===== src/rtl/uart_tx_ctrl.sv =====
// UART transmit frame controller: sequences start, data, optional parity and
// one or two stop bits around a shared serializer and drives the serial line.
module uart_tx_ctrl #(
  parameter int DATA_WIDTH = 8
) (
  input  logic                  CLK,
  input  logic                  RST,
  input  logic [DATA_WIDTH-1:0] P_DATA,
  input  logic                  Data_Valid,
  input  logic                  PAR_EN,
  input  logic                  PAR_TYP,
  input  logic                  STOP2,
  input  logic                  ser_data,
  input  logic                  ser_done,
  output logic                  ser_en,
  output logic                  busy,
  output logic                  TX_OUT,
  output logic                  frame_done,
  output logic                  ser_err
);

  localparam int CW = $clog2(DATA_WIDTH) + 1;

  typedef enum logic [2:0] {
    S_IDLE,
    S_START,
    S_DATA,
    S_PARITY,
    S_STOP1,
    S_STOP2
  } state_t;

  state_t          state_q, next_state;
  logic [CW-1:0]   cnt_q;
  logic            busy_q;
  logic            par_bit_q, par_en_q, stop2_q;
  logic            ser_err_q;
  logic            accept, last_data, done_viol;

  assign accept    = (state_q == S_IDLE) && Data_Valid && !busy_q;
  assign last_data = (state_q == S_DATA) && (cnt_q == CW'(DATA_WIDTH - 1));

  // ser_done must stay low while shifting and be high in the first cycle after DATA.
  assign done_viol = ((state_q == S_DATA) && ser_done) ||
                     (((state_q == S_PARITY) || ((state_q == S_STOP1) && !par_en_q)) && !ser_done);

  // NOTE: every output of this block gets a default first, so no path leaves a
  // variable unassigned and no latch is inferred.
  always_comb begin
    next_state = state_q;
    unique case (state_q)
      S_IDLE:   if (accept) next_state = S_START;
      S_START:  next_state = S_DATA;
      S_DATA:   if (last_data) next_state = par_en_q ? S_PARITY : S_STOP1;
      S_PARITY: next_state = S_STOP1;
      S_STOP1:  next_state = stop2_q ? S_STOP2 : S_IDLE;
      S_STOP2:  next_state = S_IDLE;
      default:  next_state = S_IDLE;
    endcase
  end

  // NOTE: state is updated with non-blocking assignments so every register
  // samples the pre-edge values regardless of statement order.
  always_ff @(posedge CLK or posedge RST) begin
    if (RST) begin
      state_q   <= S_IDLE;
      busy_q    <= 1'b0;
      cnt_q     <= '0;
      par_bit_q <= 1'b0;
      par_en_q  <= 1'b0;
      stop2_q   <= 1'b0;
      ser_err_q <= 1'b0;
    end else begin
      state_q <= next_state;
      busy_q  <= (next_state != S_IDLE);
      cnt_q   <= (state_q == S_DATA) ? cnt_q + 1'b1 : '0;
      if (accept) begin
        par_bit_q <= (^P_DATA) ^ PAR_TYP;
        par_en_q  <= PAR_EN;
        stop2_q   <= STOP2;
        ser_err_q <= 1'b0;
      end else if (done_viol) begin
        ser_err_q <= 1'b1;
      end
    end
  end

  always_comb begin
    TX_OUT = 1'b1;
    unique case (state_q)
      S_IDLE:   TX_OUT = 1'b1;
      S_START:  TX_OUT = 1'b0;
      S_DATA:   TX_OUT = ser_data;
      S_PARITY: TX_OUT = par_bit_q;
      S_STOP1:  TX_OUT = 1'b1;
      S_STOP2:  TX_OUT = 1'b1;
      default:  TX_OUT = 1'b1;
    endcase
  end

  assign ser_en     = (state_q == S_DATA);
  assign busy       = busy_q;
  assign frame_done = ((state_q == S_STOP1) && !stop2_q) || (state_q == S_STOP2);
  assign ser_err    = ser_err_q;

endmodule


===== config.mk =====
export PLATFORM = sky130hd
export DESIGN_NAME = uart_tx_ctrl
export DESIGN_NICKNAME = d
export VERILOG_FILES = /design/src/rtl/uart_tx_ctrl.sv
export SDC_FILE = /design/constraint.sdc
export NUM_CORES = 1
export LEC_CHECK = 0
export ABC_AREA = 1
export CORE_MARGIN = 8
export CORE_UTILIZATION = 49
export DETAILED_ROUTE_END_ITERATION = 16
export GPL_TIMING_DRIVEN = 0
export PLACE_DENSITY = 0.82
export SKIP_LAST_GASP = 1
export SYNTH_ARGS = -nofsm -noshare
export SYNTH_HDL_FRONTEND = slang
export SYNTH_SLANG_ARGS = --single-unit

===== constraint.sdc =====
create_clock -name CLK -period 2.7 [get_ports CLK]
set_input_delay 0.54 -clock CLK [delete_from_list [all_inputs] [get_ports CLK]]
set_output_delay 0.54 -clock CLK [all_outputs]
set_load 0.005 [all_outputs]

==> results.sh, run 1 <==
export IMPL_status="completed"
export IMPL_fin_crit_sh_pct=79.87
export IMPL_hpwl_um=1232
export IMPL_ctsHtreeMaxLevel=1
export IMPL_area_delta_synth_final_pct=35.41
export IMPL_sequentialPowerShare_pct=37.5
export IMPL_drt_total_wl_um=1433
export IMPL_cts_resized=0
export IMPL_crit_chain="clkdlybuf4s50_1, o21ai_0, nand2_1, clkdlybuf4s50_1"
export IMPL_p_switching_w=0.0003120
export IMPL_drc_errors=0
export IMPL_io_buffers=20
export IMPL_leakagePower_nw=0.5044
export IMPL_firstDrtPassIters=4
export IMPL_grt_pass1_vias=656
export IMPL_drive_gt1_share_pct=16.81
export IMPL_multi_input_comb_area_um2=351.6
export IMPL_vias=650
export IMPL_initial_utilization_pct=50.44
export IMPL_hold_path_startpoint="cnt_q[0]$_DFF_PP0_"
export IMPL_post_cts_buffers=0
export IMPL_p_sw_share_pct=38.25
export IMPL_hold_path_depth=1
export IMPL_cp_slowest_stage_delay_ns=0.49
export IMPL_syn_area_um2=724.4
export IMPL_p_clk_share_pct=17.3
export IMPL_nets=137
export IMPL_die_h_um=54.45
export IMPL_startpoint_type="input pin"
export IMPL_r2r_setup_slack_ns=1.47
export IMPL_boundaryPins=21
export IMPL_synth_cells=95
export IMPL_ys_warn_count=0
export IMPL_crit_buf_inv=2
export IMPL_grtUsageTotal_pct=11.52
export IMPL_cp_arrival_ns=1.62
export IMPL_crit_fanout=1
export IMPL_clk_pin_slew_worst_paths_ns=0.08
export IMPL_cts_root_buffer="clkbuf_4"
export IMPL_ant_nets=0
export IMPL_critPathSlowestCell="clkdlybuf4s50_1"
export IMPL_intPower_w=0.0005037
export IMPL_final_setup_skew_ns=0.004518
export IMPL_r2r_start="cnt_q[0]$_DFF_PP0_"
export IMPL_synth_area_per_cell_um2=7.626
export IMPL_crit_family="buffers and inverters"
export IMPL_rr_worst_depth=6
export IMPL_pwr_share_comb_pct=45.3
export IMPL_gr_total_overflow=0
export IMPL_cp_required_ns=2.16
export IMPL_ctsHoldBuffers=0
export IMPL_grt_pass1_wl_um=2622
export IMPL_p_total_w=0.0008157
export IMPL_fin_crit_ns=2.156
export IMPL_fmax_ghz=0.4637
export IMPL_drt_iter0_markers=10
export IMPL_syn_num_nets=112
export IMPL_grt_max_degree=13
export IMPL_ir_drop_uv=442.1
export IMPL_clkSinkCount=12
export IMPL_drv_slew=0
export IMPL_cts_tree="built"
export IMPL_routed_via_density=4.815
export IMPL_slew_headroom_pct=70.30
export IMPL_synth_seq_cells=12
export IMPL_worstReg2RegEnd="busy$_DFF_PP0_"
export IMPL_final_cell_mix="24 x nand2_1, 20 x clkdlybuf4s50_1, 12 x inv_1, 12 x dfrtp_1"
export IMPL_numCtsBuffers=3
export IMPL_die_area_um2=2965
export IMPL_num_fill_cells=125
export IMPL_min_to="cnt_q[0]$_DFF_PP0_"
export IMPL_wl_per_cell_um=10.61
export IMPL_fp_dieW_um=54.45
export IMPL_synth_cell_types=21
export IMPL_antenna_found_initial=0
export IMPL_holdWs_ns=0.4627
export IMPL_power_density_nw_per_um2=831.6
export IMPL_worst_pin_slew_ns=0.4450
export IMPL_finalHoldViolCount=0
export IMPL_regArea_um2=300.3
export IMPL_antenna_cells=0
export IMPL_ys_seq_area_share_pct=41.45
export IMPL_fin_tns_setup_ns=0
export IMPL_cp_common_cell="clkdlybuf4s50_1"
export IMPL_cp_end_kind="output pin"
export IMPL_core_rowCount=14
export IMPL_layout_commonest_cell="nand2_1"
export IMPL_core_um2=1436
export IMPL_setup_viol=0
export IMPL_maxCapViolCount=0
export IMPL_grt_setup_unrepaired="no"
export IMPL_cts_max_path_buffers=2
export IMPL_gp_congestion=0.7916
export IMPL_clock_latency_ns=0.26
export IMPL_hp_class="flop to flop"
export IMPL_worstSetupPathType="input pin to output pin"
[layer usage]
layer  part of all wire [%]  track usage (%)  up-vias  routed length [um]
met4                      0            3.689        0                   0
li1                       -                -      349                   -
met3                    4.4            1.630        0                  63
met1                     43            13.12      285                 612
met5                      0                0        -                   0
met2                     53            21.37       16                 757
[per-stage QoR]
stage | worst slack [ns] | instances | instance area, um^2 | utilization [%]
after floorplan | 1.412 | 95 | 724.4 | -
after global placement | 0.5368 | 131 | 944.7 | 65.77
after detailed placement | 0.5291 | 131 | 944.7 | 65.77
after CTS | 0.5339 | 135 | 980.9 | 68.29
after global routing | 0.4978 | 135 | 980.9 | 68.29
final | 0.5435 | 135 | 980.9 | 68.29
[how the worst max path moves through the flow]
stage,from,end,cells past startpoint
6_report,ser_data,TX_OUT,4
5_1_grt,ser_data,TX_OUT,4
4_1_cts,ser_data,TX_OUT,4
3_5_place_dp,ser_data,TX_OUT,4
3_3_place_gp,ser_data,TX_OUT,4
2_1_floorplan,ser_data,TX_OUT,2
[layout make-up]
type                       count  area share, %
tap                           16          2.041
timing repair buffer          20          20.41
clock buffer                   4          3.699
multi-input combinational     64          35.84
inverter                      19          7.398
sequential                    12          30.61
[synth_stat cells]
master	n	area share, %
a31oi_1	1	0.86
clkinv_2	1	0.69
dfrtp_1	12	41
nor2_2	3	2.6
nand2_1	24	12
nand3_1	7	4.8
nor3_1	1	0.69
xor2_1	3	3.6
o21ai_1	3	2.1
ha_1	1	1.7
inv_1	12	6.2
xnor2_1	2	2.4
a21oi_1	5	3.5
nand3_4	1	2.4
nor2_1	7	3.6
a21oi_2	1	1.2
nand3_2	2	2.8
nor3_4	1	2.2
nand2_2	1	0.86
o21ai_0	1	0.69
inv_2	6	3.1
[worst reg2reg max path, stage by stage (launching register included)]
cell and delay [ns]:
dfrtp_1 0.37, ha_1 0.19, nand2_1 0.09, nor3_4 0.21
a21oi_1 0.10, nor2_2 0.10, nand2_1 0.06
[power by group through the flow]
stage                     logic (W)  registers, W  clock network (W)
after detailed placement   0.000373      0.000308                  0
after floorplan            0.000234      0.000301                  0
after CTS                  0.000375      0.000305           0.000143
after global routing       0.000425      0.000318           0.000149
final                      0.000369      0.000306           0.000141
after global placement     0.000363      0.000305                  0
[cell families (layout without fill, tap and decap cells)]
| group | after synthesis | in the layout | share of synthesized area (%) |
|---|---|---|---|
| flops | 12 | 12 | 41.45 |
| xor+xnor | 5 | 5 | 6.046 |
| buf+inv | 19 | 43 | 10.02 |
| compound gates | 11 | 11 | 8.289 |
| fa+ha+maj | 1 | 1 | 1.727 |
| simple gates | 47 | 47 | 32.47 |
[state kept, by name, indices dropped and copies added, names as in the netlist]
signal and count:
busy 1, par_bit_q 1, stop2_q 1, cnt_q 4, state_q 3, ser_err 1
par_en_q 1
(Power assumes the default switching activity.)
==> run 2: changes to the inputs <==
--- a/config.mk
+++ b/config.mk
@@ -7,10 +7,10 @@
 export LEC_CHECK = 0
 export ABC_AREA = 1
 export CORE_MARGIN = 8
-export CORE_UTILIZATION = 49
+export CORE_UTILIZATION = 41
 export DETAILED_ROUTE_END_ITERATION = 16
 export GPL_TIMING_DRIVEN = 0
-export PLACE_DENSITY = 0.82
+export PLACE_DENSITY = 0.73
 export SKIP_LAST_GASP = 1
 export SYNTH_ARGS = -nofsm -noshare
 export SYNTH_HDL_FRONTEND = slang
==> constraint.sdc (replaced) <==
create_clock -name CLK -period 1.75 [get_ports CLK]
set_input_delay 0.35 -clock CLK [delete_from_list [all_inputs] [get_ports CLK]]
set_output_delay 0.35 -clock CLK [all_outputs]
set_load 0.005 [all_outputs]
==> results.sh, run 2 (synthesized netlist as in run 1, its figures left out) <==
export IMPL_sequentialPowerShare_pct=34.2
export IMPL_grtUsageTotal_pct=11.11
export IMPL_hpwl_um=1247
export IMPL_ant_nets=0
export IMPL_fp_dieW_um=58.04
export IMPL_crit_chain="inv_2, buf_4, a21oi_1, dlygate4sd2_1"
export IMPL_p_sw_share_pct=38.25
export IMPL_leakagePower_nw=0.5444
export IMPL_status="completed"
export IMPL_grt_max_degree=13
export IMPL_crit_buf_inv=3
export IMPL_fin_crit_sh_pct=91.19
export IMPL_area_delta_synth_final_pct=42.49
export IMPL_drt_iter0_markers=13
export IMPL_fin_cells=143
export IMPL_startpoint_type="flop"
export IMPL_die_h_um=58.04
export IMPL_slew_headroom_pct=70.00
export IMPL_regMostFlops="cnt_q"
export IMPL_firstDrtPassIters=4
export IMPL_fmax_ghz=0.6266
export IMPL_cp_slowest_stage_delay_ns=0.40
export IMPL_worst_pin_slew_ns=0.4495
export IMPL_cts_root_buffer="clkbuf_4"
export IMPL_gr_total_overflow=0
export IMPL_cp_required_ns=1.40
export IMPL_cp_end_kind="output pin"
export IMPL_grt_pass1_wl_um=2877
export IMPL_p_switching_w=0.0005217
export IMPL_crit_fanout=4
export IMPL_r2r_start="state_q[0]$_DFF_PP0_"
export IMPL_worstReg2RegEnd="busy$_DFF_PP0_"
export IMPL_placedCellCount=132
export IMPL_die_area_um2=3368
export IMPL_final_setup_skew_ns=0.004066
export IMPL_finalHoldViolCount=0
export IMPL_numCtsBuffers=3
export IMPL_hp_class="input pin to async pin"
export IMPL_fin_tns_setup_ns=0
export IMPL_ctsHoldBuffers=0
export IMPL_nets=144
export IMPL_core_rowCount=15
export IMPL_critPathSlowestCell="dfrtp_1"
export IMPL_pwr_share_comb_pct=49.6
export IMPL_r2r_setup_slack_ns=0.34
export IMPL_crit_family="buffers and inverters"
export IMPL_clk_pin_slew_worst_paths_ns=0.08
export IMPL_antenna_found_initial=0
export IMPL_initial_utilization_pct=42.89
export IMPL_vias=691
export IMPL_clkSinkCount=12
export IMPL_drive_gt1_share_pct=22.22
export IMPL_cp_arrival_ns=1.25
export IMPL_intPower_w=0.0008423
export IMPL_grt_setup_unrepaired="no"
export IMPL_worstSetupPathType="flop to output pin"
export IMPL_num_fill_cells=164
export IMPL_io_buffers=20
export IMPL_ctsHtreeMaxLevel=1
export IMPL_drc_errors=0
export IMPL_setup_viol=0
export IMPL_core_um2=1689
export IMPL_drt_total_wl_um=1648
export IMPL_wl_per_cell_um=11.52
export IMPL_final_cell_mix="24 x nand2_1, 17 x clkdlybuf4s50_1, 12 x inv_1"
export IMPL_layout_commonest_cell="nand2_1"
export IMPL_ir_drop_uv=533.1
export IMPL_cts_max_path_buffers=2
export IMPL_gp_congestion=0.7650
export IMPL_power_density_nw_per_um2=1321
export IMPL_boundaryPins=21
export IMPL_reg_largest_list="cnt_q x4, state_q x3"
export IMPL_cts_tree="built"
export IMPL_p_clk_share_pct=16.2
export IMPL_maxCapViolCount=0
export IMPL_drv_slew=0
export IMPL_routed_via_density=4.832
export IMPL_rr_worst_depth=8
export IMPL_fin_crit_ns=1.596
export IMPL_grt_pass1_vias=690
export IMPL_clock_latency_ns=0.28
export IMPL_largest_reg_flops=4
export IMPL_antenna_cells=0
[run 2: changes by cell type in the layout (fill, tap and decap cells not counted)]
cell and delta:
clkdlybuf4s50_1 -3, dlygate4sd2_1 +3, dfrtp_2 +1, buf_4 +7
dfrtp_1 -1
[run 2: metal layers]
layer / vias up / track usage (%) / wire (um)
met5: - / 0 / 0
met4: 0 / 8.392 / 51
met3: 5 / 2.870 / 89
met2: 19 / 19.43 / 865
met1: 304 / 11.01 / 642
li1: 363 / - / -
[run 2: per-stage QoR]
step                      hold WS, ns  total power (W)  setup WS, ns  utilization (%)  cell area, um^2
after floorplan                0.2147        0.0008247        0.5936                -            724.4
after global placement         0.4480         0.001035      -0.03720            56.00            945.9
after detailed placement       0.4603         0.001058      -0.04511            56.00            945.9
after CTS                      0.3855         0.001357        0.1596            61.11             1032
after global routing           0.4197         0.001476       0.09914            61.11             1032
final                          0.3810         0.001364        0.1541            61.11             1032
[run 2: worst max path at each step]
stage,from,end,slack (ns),cells past startpoint
2_1_floorplan,cnt_q[0]$_DFF_PP0_,busy$_DFF_PP0_,0.59,6
5_1_grt,state_q[0]$_DFF_PP0_,frame_done,0.1,4
6_report,state_q[0]$_DFF_PP0_,frame_done,0.15,4
4_1_cts,ser_data,TX_OUT,0.16,4
3_3_place_gp,ser_data,TX_OUT,-0.04,4
3_5_place_dp,ser_data,TX_OUT,-0.05,4
[run 2: cell type report]
type	instances	area [um^2]	share of cell area [%]
multi-input cells	64	351.6	34.06
flip-flops and latches	12	301.5	29.21
repair buffers	27	249.0	24.12
inverters	19	72.57	7.030
clock buffers	4	36.28	3.515
well taps	17	21.27	2.061
[run 2: repair_timing]
item / CTS / global route
buffers inserted: 7 / 0
setup endpoints to repair: 3 / 0
resized for setup: 4 / 0
[run 2: worst register-to-register path, cell delays in order (launching register included)]
cell     delay [ns]
dfrtp_1        0.42
inv_2          0.07
buf_4          0.13
nand3_4        0.06
buf_4          0.16
nor3_4         0.16
a21oi_1        0.12
nor2_2         0.12
nand2_1        0.06
[run 2: power groups by stage]
stage | Sequential [W] | Combinational [W] | Clock (W)
finish | 0.000466 | 0.000677 | 0.000221
CTS | 0.000461 | 0.000675 | 0.000221
global placement | 0.000475 | 0.000561 | 0
detailed placement | 0.000483 | 0.000574 | 0
floorplan | 0.000464 | 0.000361 | 0
global route | 0.000480 | 0.000758 | 0.000238
